===== config.mk =====
export PLATFORM = sky130hd
export DESIGN_NAME = instr_prefetch
export DESIGN_NICKNAME = d
export VERILOG_FILES = /design/src/rtl/instr_prefetch_pkg.sv /design/src/rtl/instr_prefetch_sync_fifo.sv /design/src/rtl/instr_prefetch.sv
export SDC_FILE = /design/constraint.sdc
export NUM_CORES = 1
export LEC_CHECK = 0
export CORE_MARGIN = 3
export CORE_UTILIZATION = 57
export CTS_BUF_LIST = sky130_fd_sc_hd__clkbuf_16
export DETAILED_ROUTE_END_ITERATION = 12
export HOLD_SLACK_MARGIN = 0.12
export PLACE_DENSITY = 0.81
export SYNTH_ARGS = -nofsm -noshare
export SYNTH_HDL_FRONTEND = slang
export SYNTH_SLANG_ARGS = --single-unit
export TNS_END_PERCENT = 20

===== constraint.sdc =====
create_clock -name CLK -period 3 [get_ports CLK]
set_clock_uncertainty 0.05 [all_clocks]
set_input_delay 0.45 -clock CLK [delete_from_list [all_inputs] [get_ports CLK]]
set_output_delay 0.45 -clock CLK [all_outputs]
set_load 0.01 [all_outputs]

===== src/rtl/instr_prefetch_pkg.sv =====
// Shared defines for the instruction prefetcher.
//   ILEN       : instruction word width (fixed at 32)
//   pf_state_e : memory-side fetch FSM encoding
package instr_prefetch_pkg;

    localparam int ILEN = 32;

    // IDLE : no request outstanding
    // REQ  : request outstanding, response will be queued
    // DROP : request outstanding but made stale by a redirect; response discarded
    typedef enum logic [1:0] {
        IDLE = 2'd0,
        REQ  = 2'd1,
        DROP = 2'd2
    } pf_state_e;

endpackage


===== src/rtl/instr_prefetch_sync_fifo.sv =====
// sync_fifo: single-clock FIFO with synchronous flush.
//   gclk, grst_n : clock, async active-low reset
//   flush        : empties the queue; overrides push and pop that cycle
//   push, wdata  : write side
//   pop, rdata   : read side; rdata is the head entry
//   empty, full  : occupancy flags
// DEPTH must be a power of two so the pointers wrap by natural overflow.
module sync_fifo #(
    parameter int WIDTH = 64,
    parameter int DEPTH = 4
) (
    input  logic             gclk,
    input  logic             grst_n,
    input  logic             flush,
    input  logic             push,
    input  logic [WIDTH-1:0] wdata,
    input  logic             pop,
    output logic [WIDTH-1:0] rdata,
    output logic             empty,
    output logic             full
);

    localparam int AW = (DEPTH > 1) ? $clog2(DEPTH) : 1;
    localparam int CW = $clog2(DEPTH) + 1;

    logic [WIDTH-1:0] mem [DEPTH];
    logic [AW-1:0]    wr_ptr, rd_ptr;
    logic [CW-1:0]    count;
    logic             push_ok, pop_ok;

    assign empty   = (count == '0);
    assign full    = (count == CW'(DEPTH));
    assign push_ok = push && !full;
    assign pop_ok  = pop && !empty;
    assign rdata   = mem[rd_ptr];

    always_ff @(posedge gclk or negedge grst_n) begin
        if (!grst_n) begin
            wr_ptr <= '0;
            rd_ptr <= '0;
            count  <= '0;
        end else if (flush) begin
            wr_ptr <= '0;
            rd_ptr <= '0;
            count  <= '0;
        end else begin
            if (push_ok) wr_ptr <= wr_ptr + AW'(1);
            if (pop_ok)  rd_ptr <= rd_ptr + AW'(1);
            case ({push_ok, pop_ok})
                2'b10:   count <= count + CW'(1);
                2'b01:   count <= count - CW'(1);
                default: count <= count;
            endcase
        end
    end

    // Storage is reset so the head reads as zero while the block is in reset.
    always_ff @(posedge gclk or negedge grst_n) begin
        if (!grst_n) begin
            for (int i = 0; i < DEPTH; i++) mem[i] <= '0;
        end else if (push_ok && !flush) begin
            mem[wr_ptr] <= wdata;
        end
    end

endmodule


===== src/rtl/instr_prefetch.sv =====
// instr_prefetch: fetches sequential instruction words into a small queue.
//   CLK, RES            : clock, async active-low reset
//   instr_req, pc_out   : memory request and its address (one outstanding)
//   instr_read          : returned word, qualified by instr_valid
//   fetch_valid/instr/pc: queue head toward the consumer
//   fetch_ready         : consumer takes the head
//   redirect/redirect_pc: flush the queue and refetch from a new target
module instr_prefetch
    import instr_prefetch_pkg::*;
#(
    parameter int             XLEN     = 32,
    parameter int             DEPTH    = 4,
    parameter logic [XLEN-1:0] RESET_PC = '0
) (
    input  logic            CLK,
    input  logic            RES,
    output logic            instr_req,
    output logic [XLEN-1:0] pc_out,
    input  logic [ILEN-1:0] instr_read,
    input  logic            instr_valid,
    output logic            fetch_valid,
    output logic [ILEN-1:0] fetch_instr,
    output logic [XLEN-1:0] fetch_pc,
    input  logic            fetch_ready,
    input  logic            redirect,
    input  logic [XLEN-1:0] redirect_pc
);

    pf_state_e       state, state_nxt;
    // req_pc is the address being fetched (or next to fetch when IDLE).
    // tgt_pc holds the redirect target while a stale response drains in DROP,
    // so pc_out stays stable for the outstanding request.
    logic [XLEN-1:0] req_pc, req_pc_nxt;
    logic [XLEN-1:0] tgt_pc, tgt_pc_nxt;
    logic [XLEN-1:0] redir_pc;
    logic            q_push, q_pop, q_empty, q_full;
    logic [XLEN+ILEN-1:0] q_rdata;

    assign redir_pc = {redirect_pc[XLEN-1:2], 2'b00};

    always_ff @(posedge CLK or negedge RES) begin
        if (!RES) begin
            state  <= IDLE;
            req_pc <= RESET_PC;
            tgt_pc <= RESET_PC;
        end else begin
            state  <= state_nxt;
            req_pc <= req_pc_nxt;
            tgt_pc <= tgt_pc_nxt;
        end
    end

    always_comb begin
        state_nxt  = state;
        req_pc_nxt = req_pc;
        tgt_pc_nxt = tgt_pc;
        q_push     = 1'b0;
        case (state)
            IDLE: begin
                if (redirect)     req_pc_nxt = redir_pc;
                else if (!q_full) state_nxt  = REQ;
            end
            REQ: begin
                if (redirect) begin
                    if (instr_valid) begin
                        state_nxt  = IDLE;
                        req_pc_nxt = redir_pc;
                    end else begin
                        state_nxt  = DROP;
                        tgt_pc_nxt = redir_pc;
                    end
                end else if (instr_valid) begin
                    q_push     = 1'b1;
                    req_pc_nxt = req_pc + XLEN'(4);
                    state_nxt  = IDLE;
                end
            end
            DROP: begin
                if (redirect) tgt_pc_nxt = redir_pc;
                if (instr_valid) begin
                    state_nxt  = IDLE;
                    req_pc_nxt = redirect ? redir_pc : tgt_pc;
                end
            end
            default: state_nxt = IDLE;
        endcase
    end

    assign instr_req   = (state == REQ) || (state == DROP);
    assign pc_out      = req_pc;
    assign fetch_valid = !q_empty;
    assign q_pop       = fetch_valid && fetch_ready;
    assign fetch_pc    = q_rdata[XLEN+ILEN-1:ILEN];
    assign fetch_instr = q_rdata[ILEN-1:0];

    sync_fifo #(
        .WIDTH (XLEN + ILEN),
        .DEPTH (DEPTH)
    ) u_queue (
        .gclk   (CLK),
        .grst_n (RES),
        .flush  (redirect),
        .push   (q_push),
        .wdata  ({req_pc, instr_read}),
        .pop    (q_pop),
        .rdata  (q_rdata),
        .empty  (q_empty),
        .full   (q_full)
    );

endmodule


# Yosys cells after proc, flatten, opt, wreduce, memory -nomap -nowiden
# Index checks and enable logic that the tools add are counted.
# word_totals
register_bits	329
inputBits	69
word_cells	82
# op_classes
addsub	5
n_lt_le_gt_ge	3
eq_ne	12
n_mux	31
bitwise_logic	2
reduce_logical	19
# ops
op	n
256-bit bitwise mux	1
32-bit two-way mux	8
64-bit two-way mux	3
64-bit binary-select mux with 2-bit select	1
64-bit demux with 2-bit select	1
32-bit one-hot mux with 3 select lines	1
32-bit one-hot mux with 2 select lines	1
32-bit by 3-bit adder with 32-bit output, second input constant	1
2-bit two-way mux	9
2-bit inequality test, second input constant	7
3-bit greater-or-equal comparator, second input constant	2
2-bit inverter with 3-bit output	2
2-bit one-hot mux with 3 select lines	1
3-bit one-hot mux with 2 select lines	1
2-bit nonzero test	3
3-bit nonzero test	2
1-bit logical AND	5
2-bit by 1-bit adder with 2-bit output, second input constant	2
2-bit by 1-bit equality test with 1-bit output, second input constant	2
2-bit equality test, second input constant	2
4-bit AND reduction	1
3-bit by 1-bit adder with 3-bit output, second input constant	1
3-bit equality test, second input constant	1
1-bit zero test	3
9 further kinds	11

# Longest topological paths before layout
# depth
word_depth	7
mapped_depth	11
ltp_nobuf	8

# By module
# A second synthesis with hierarchy kept.
# unflattened
cells_unflattened	1076
area_unflattened_um2	15278.4
# modules_own_cells
mod	instances	cells_per_inst	area_per_inst_um2
sync_fifo	1	678	11453.5
instr_prefetch	1	398	3824.9

# Worst setup path before layout
# OpenSTA, ideal clock, no wires.
# synth_timing
kind	register to register
startpoint	reg state[1]
endpoint	reg req_pc[12], in the netlist pc_out[12]
setup_ns	0.121
arrival_time_ns	2.165
path_slack_ns	0.663
stages_incl_launch_ff	11
n_path_buf	3
synth_period_minus_slack_ns	2.337
path_cell_list	dfrtp_1 -> inv_1 -> ha_1 -> buf_6 -> or2_1 -> buf_2 -> a221o_1 -> buf_6 -> a221o_1 -> o21a_1 -> o22a_1
# synth_between
elab_chain_cells	3
elab_cells_between_ends	9
# synth_rtl
item	line	source
start, declared	instr_prefetch.sv:29	pf_state_e state, state_nxt;
start signal, assigned	instr_prefetch.sv:47	state <= state_nxt;
2-bit equality test (tied with other cells)	instr_prefetch.sv:58	case (state)
2-bit inequality test (no line) or 3-bit nonzero test (tied branches)	-	
4-bit AND reduction (no line)	-	
end signal, assigned	instr_prefetch.sv:48	req_pc <= req_pc_nxt;
end, declared	instr_prefetch.sv:33	logic [XLEN-1:0] req_pc, req_pc_nxt;
# Parallel ways exist; a longest one is shown, timed or not.
# A chain may end at the register's enable or synchronous reset.

# Worst setup path after layout
# layout_timing
startpoint	reg u_queue.rd_ptr[0]
endpoint	out fetch_pc[6]
# layout_between
elab_chain_cells	4
# layout_rtl
item	line	source
start, declared	instr_prefetch_sync_fifo.sv:27	logic [AW-1:0] wr_ptr, rd_ptr;
start signal, assigned	instr_prefetch_sync_fifo.sv:48	if (pop_ok) rd_ptr <= rd_ptr + AW'(1);
2-bit inverter with 3-bit output (implied by the code)	instr_prefetch_sync_fifo.sv:35	assign rdata = mem[rd_ptr];
64-bit binary-select mux with 2-bit select	instr_prefetch_sync_fifo.sv:35	
64-bit two-way mux (implied by the code) (2 in series)	instr_prefetch_sync_fifo.sv:35	
end, declared	instr_prefetch.sv:23	output logic [XLEN-1:0] fetch_pc,
# Every way passes these cells. The select of a mux whose other input is x is not followed.

==> results.ini <==
[power_and_ir_drop]
p_switching_uw=5880
internal-power_uw=12400
p_leak_uw=0.00830
ir_worst_vdd_mv=0.779
switching_share_pct=32.1
powerDensity_nw_per_um2=992
p_comb_share_pct=39.2
clkPwrFrac_pct=22.4
seqPwrFrac_pct=38.4

[clock_tree]
cts_tree=built
clock_latency_ns=0.51
numCtsBuffers=36
h-tree-depth=2
clk_pin_slew_ns=0.06
cts_root_buffer=clkbuf_16
cts.sinks=329
cts_buffer_depth=3
cts_setup_buffers=0

[run]
cap_violations=0

[sta]
tightest_slew_ns=0.810
slew_violations=0
setup_viol=0
slew-limit-headroom_pct=46.0
fmax_ghz=0.346
hold_violations=0
min_period_over_period_pct=96.4
period_needed_ns=2.89
tns_ns=0
rsz0062_at_grt=false

[outcome]
status=finished, final reports clean

[logic_synthesis]
async_flop_share_pct=100
syn_area_sq_um=15200
synth_cell_types=68
synth_fa_ha_area_share_pct=0.872
synth_top_area_share_pct=54.1
synth_edf_count=0
syn_avg_cell_area_sq_um=14.0
ys_top_cells_by_area=dfrtp_1 54%, mux2_2 20%, mux4_2 9.5%, o21ai_0 1.7%, nand2_1 1.3%
synthSimpleGateAreaFrac_pct=5.16
synthXorXnorAreaFrac_pct=0.230
synth-seq-area-share_pct=54.1
muxShareOfSynthArea_pct=29.9
synth_compound_gate_area_share_pct=6.87
synth_top_family_by_area=multiplexers
ys_ff_latch=329
synth_cells=1086
yosys_warnings=0
ys.flop_type=dfrtp_1
synth_fp_nets=1165
synth_area_leader_cell=dfrtp_1

[global_route]
antenna_found_initial=1
grt_pass1_wl_microns=56900
overflow=0
grt_max_degree=86
grt_pass1_vias=10600
grt_usage_pct=24.9

[critical_path]
worstRegToRegCells=8
r2r_end=pc_out[9]
end_kind=output pin
path_class=reg2out
crit_path_start_kind=register
r2r_start=state[1]
worstPathArrival_ns=2.39
worstPathMaxFanout=44
rrSetupSlack_ns=0.43
crit_required_ns=2.50

[routing]
routed_wirelength_microns=35200
vias_per_cell=6.20
antenna_left=0
dr.pass1.iters=5
post_drt_wl_per_cell_microns=22.0
num_vias=9930
drc_errors=0
drt_iter0_drc=882

[die]
die_h_microns=169
start_util_pct=58.2
dieArea_sq_um=28700
die_width_microns=169
rows=59
pin_count=167
core_sq_um=26100

[place]
placed_cells=1538
io_buffers=164
hpwl_microns=22500
routabilityCongestion=0.854

[cells_and_area]
fin_util_pct=70.5
nets=1321
fillers=1760
syn_to_final_growth_pct=21.2
drive_above_1_share_pct=34.0
fin_cells=1602

[hold_path]
worstHoldStart=u_queue.mem[63]
holdPathStages=2
hold_path_class=reg2reg
whs_endpoint=u_queue.mem[63]

-- worst max-delay path by stage --
stage	startpoint	to	slack, ns
after floorplan	state[1]	pc_out[12]	0.66
after global placement	redirect	pc_out[18]	0.38
after detailed placement	redirect	pc_out[9]	0.34
after CTS	u_queue.rd_ptr[0]	fetch_pc[6]	0.05
after global routing	u_queue.rd_ptr[0]	fetch_pc[12]	0.0009
final	u_queue.rd_ptr[0]	fetch_pc[6]	0.11
-- cell usage after synthesis (10+ instances only) --
master    count
mux4_2       64
nand3_1      11
buf_2        39
nand2_1      54
a21oi_1      19
nand4_1      10
inv_1        13
o21ai_0      51
buf_1        11
clkbuf_1     25
nor2_1       32
mux2_2      270
dfrtp_1     329
-- timing repair --
| item | 4_1_cts | 5_1_grt |
|---|---|---|
| resized for setup | 1 | 1 |
| hold buffers | 1 | 0 |
| endpoints found under the hold margin | 77 | 0 |
| endpoints found under the setup margin | 2 | 2 |
-- sequential cells by signal (all words and copies together), names as in the netlist --
signal / flops
state: 2
u_queue.wr_ptr: 2
u_queue.mem: 256
u_queue.rd_ptr: 2
tgt_pc: 32
u_queue.count: 3
pc_out: 32
-- cell usage in the layout, fill, tap and decap left out, types with 7 or more instances in the layout --
cell type,n
clkdlybuf4s50_1,163
clkinv_1,11
a221o_1,8
o21ai_0,51
nor2_1,32
and2_1,7
ha_1,9
a21oi_1,19
mux2_2,270
buf_12,10
a31oi_1,9
nand2_1,50
buf_4,23
nand4_1,10
inv_1,18
nor3_1,8
mux4_2,64
nand3_1,11
clkbuf_16,37
a22o_1,8
dfrtp_1,327
-- kinds of logic after synthesis --
kind of cell,after synthesis
xor gates and xnor gates,4
AOI/OAI and AO/OA,152
adders and majority gates,10
DFF,329
muxes,340
and+or+nand+nor,156
buffers and inverters,95
-- worst max-delay path: stages, from the launching register on --
cell	delay, ns
dfrtp_4	0.44
buf_16	0.31
mux4_2	0.56
clkdlybuf4s50_1	0.55
-- stage by stage --
stage	total power, uW	worst slack (ns)	hold WS, ns	instance area (sq um)
2_1_floorplan	11100	0.663	0.104	15200
3_3_place_gp	13900	0.379	0.406	17300
3_5_place_dp	14200	0.344	0.419	17300
4_1_cts	18400	0.0531	0.433	18400
5_1_grt	19300	0.000910	0.455	18400
6_report	18300	0.108	0.430	18400
-- layout make-up --
type                    count  area, sq um  share of cell area [%]
repair buffers            200         2070                    11.2
clock buffers              37          926                    5.02
clock inverters            25          158                   0.855
well taps                 335          419                    2.27
multi-input cells         662         6570                    35.6
diodes                      1         2.50                  0.0136
inverters                  13         48.8                   0.265
flip-flops and latches    329         8240                    44.7
-- metal layers --
metal	track usage, %	vias to the layer above	wire [microns]	share of wire, %
met2	40.9	358	17200	49
met1	35.0	5128	15100	43
li1	-	4373	-	-
met3	4.08	71	2200	6.2
met5	0	-	0	0
met4	6.65	0	777	2.2
-- power groups by stage --
stage / clock, uW / sequential, uW / combinational, uW
finish: 4090 / 7020 / 7180
global route: 4370 / 7220 / 7720
CTS: 4170 / 7000 / 7230
detailed placement: 0 / 7060 / 7160
global placement: 0 / 6950 / 6970
floorplan: 0 / 6650 / 4460
Note: power is estimated with default switching activity, not from simulation.
==> edit: new RTL, same settings <==
`DEPTH` is set to 4 in 2 places; all go to 8.
--- a/src/rtl/instr_prefetch_sync_fifo.sv
+++ b/src/rtl/instr_prefetch_sync_fifo.sv
@@ -9,3 +9,3 @@
     parameter int WIDTH = 64,
-    parameter int DEPTH = 4
+    parameter int DEPTH = 8
 ) (
--- a/src/rtl/instr_prefetch.sv
+++ b/src/rtl/instr_prefetch.sv
@@ -11,3 +11,3 @@
     parameter int             XLEN     = 32,
-    parameter int             DEPTH    = 4,
+    parameter int             DEPTH    = 8,
     parameter logic [XLEN-1:0] RESET_PC = '0
Behaviour: no difference found for any inputs over 4 cycles, from zero or initial values; that may be too few to reach the edited logic, so the function may still have changed.
==> edit against the original RTL <==
The flow now finishes with violations (setup timing). Register-to-register slack lost 0.18 ns. Non-clock buffer count grew 98. Sequential cell count grew 259. Final area grew 77%. Global-route usage grew 2.2 points. Core utilization shrank 0.94 points. Setup slack lost 0.13 ns. Critical path depth grew 4. Wire length grew 90%. Clock power grew 62%. Power grew 47%. Count of clock-buffer cells in the layout grew 22. Via count grew 74%. Area after synthesis grew 79%. Critical path type unchanged.
==> edit: results (changes against the original RTL) <==
Parameter                              Value

Placed design
  Post-Place Cell Area    30,300 µm² (+75%)
  Final weighted congestion of routability-driven global placement    0.863 (+1.1%)
  Placed instance count    2,560 (+66%)

Timing
  Number of endpoints failing setup at the final stage    3 (+3)
  Transition at the pin with the smallest max-transition slack    0.774 ns (-0.0361 ns)
  Slack of the critical path    -0.0241 ns (-0.133 ns)

Worst setup path
  Max stage delay on crit path    0.54 ns (-0.02 ns)
  Largest delay share family, worst path    multiplexers
  Setup slack of the most critical reg-to-reg path    0.25 ns (-0.18 ns)
  Endpoint of the lowest-slack register-to-register path    u_queue.mem[198]
  Critical path data arrival time    2.52 ns (+0.13 ns)

Hold path
  Worst min-delay path category    in2async

Logic synthesis
  Top cells by area, synth    sky130_fd_sc_hd__dfrtp_1, sky130_fd_sc_hd__mux2_2, sky130_fd_sc_hd__mux4_2, sky130_fd_sc_hd__o21ai_0, sky130_fd_sc_hd__buf_2
  Mean instance size in the synthesized netlist    14.8 µm² (+6.0%)
  Net count after synthesis    1,915 (+64%)
  Synth unique cells    71 (+4.4%)
  Commonest cells in the netlist    sky130_fd_sc_hd__dfrtp_1, sky130_fd_sc_hd__mux2_2, sky130_fd_sc_hd__mux4_2

Drt
  Post-DR vias/cell    6.38 (+3.0%)
  Detailed Route WL    67,000 µm (+90%)
  Number of DRC markers after the initial detailed-route iteration    1,701 (+93%)

Final layout
  Count of antenna diodes in the layout    0 (-1)
  Number of flip-flops under the largest register name    512 (+100%)
  Number of non-filler instances in the completed layout    2,699 (+68%)
  Fraction of layout cells with a size suffix above 1    0.472 (+0.131)
  FILL cells    3,083 (+75%)

Clock network
  Number of buffers inserted during clock tree synthesis    58 (+61%)
  Skew-Pair Late Insertion Delay    0.62 ns (+0.11 ns)

Global route
  Vias in the first global route    18.3k (+74%)
  All-layer global routing usage    0.271 (+0.0224)
  Pin count of the biggest net entering global routing    83 (-3.5%)
  First-pass GRT wire length    106,000 µm (+87%)

Run status
  Failing checks    setup timing
  Run status    finished, violations left

Pwr
  Leak    15.1 nW (+82%)
  Maximum VDD drop    0.575 mV (-26%)
edit: cell types whose count changed after synthesis, moves of 14 or more:
cell	change
sky130_fd_sc_hd__o21ai_0	+15
sky130_fd_sc_hd__mux2_2	+305
sky130_fd_sc_hd__mux4_2	+64
sky130_fd_sc_hd__dfrtp_1	+259
sky130_fd_sc_hd__nor2_1	+14
sky130_fd_sc_hd__clkbuf_1	+41
sky130_fd_sc_hd__buf_2	+18
edit: repair_timing:
item                                    in CTS  in global routing
hold buffers                                 1                  0
hold endpoints to repair                    65                  0
setup buffers                               26                  2
cloned                                      10                  0
endpoints found under the setup margin      64                 42
resized for setup                          324                 15
edit: where the power goes:
part / switching, mW / internal, mW / total, mW
Sequential: 1.17 / 9.38 / 10.6
Clock: 3.03 / 3.61 / 6.64
Combinational: 4.32 / 5.43 / 9.75
edit: per-layer routing:
layer  part of all wire  vias up  GRT usage
li1                   -     7342          -
met1               0.42     9225      0.373
met2               0.49      543      0.449
met3              0.066      111     0.0523
met4              0.021        8     0.0744
met5            0.00072        -          0
edit: per-stage QoR:
step            util  setup slack [ns]  TNS [ns]
3_3_place_gp   0.646            0.0842         0
2_1_floorplan      -             0.589         0
3_5_place_dp   0.646            0.0225         0
5_1_grt        0.696           -0.0788    -0.339
6_report       0.696           -0.0241   -0.0471
4_1_cts        0.697           -0.0847     -1.06
edit: cells by family after synthesis:
| kind of cell | after synthesis | share of synthesized area |
|---|---|---|
| xor+xnor | 7 | 0.00225 |
| mux | 719 | 0.350 |
| flops | 588 | 0.540 |
| fa+ha+maj | 9 | 0.00413 |
| compound gates | 165 | 0.0403 |
| buf+inv | 157 | 0.0260 |
| simple gates | 192 | 0.0379 |
edit: worst max-delay path by stage:
stage	endpoint	slack [ns]	cells past startpoint
2_1_floorplan	u_queue.mem[323]	0.59	10
3_3_place_gp	u_queue.mem[241]	0.08	7
3_5_place_dp	u_queue.mem[254]	0.02	7
4_1_cts	fetch_pc[23]	-0.08	6
5_1_grt	fetch_pc[28]	-0.08	7
6_report	fetch_pc[28]	-0.02	7
edit: layout make-up:
class                           count  area (µm²)  area share
Clock buffer                       59        1480      0.0453
Clock inverter                     44         218     0.00668
Inverter                           11        41.3     0.00127
Multi-Input combinational cell   1092       12000       0.368
Sequential cell                   588       14700       0.452
Tap cell                          607         759      0.0233
Timing Repair Buffer              298        3380       0.104
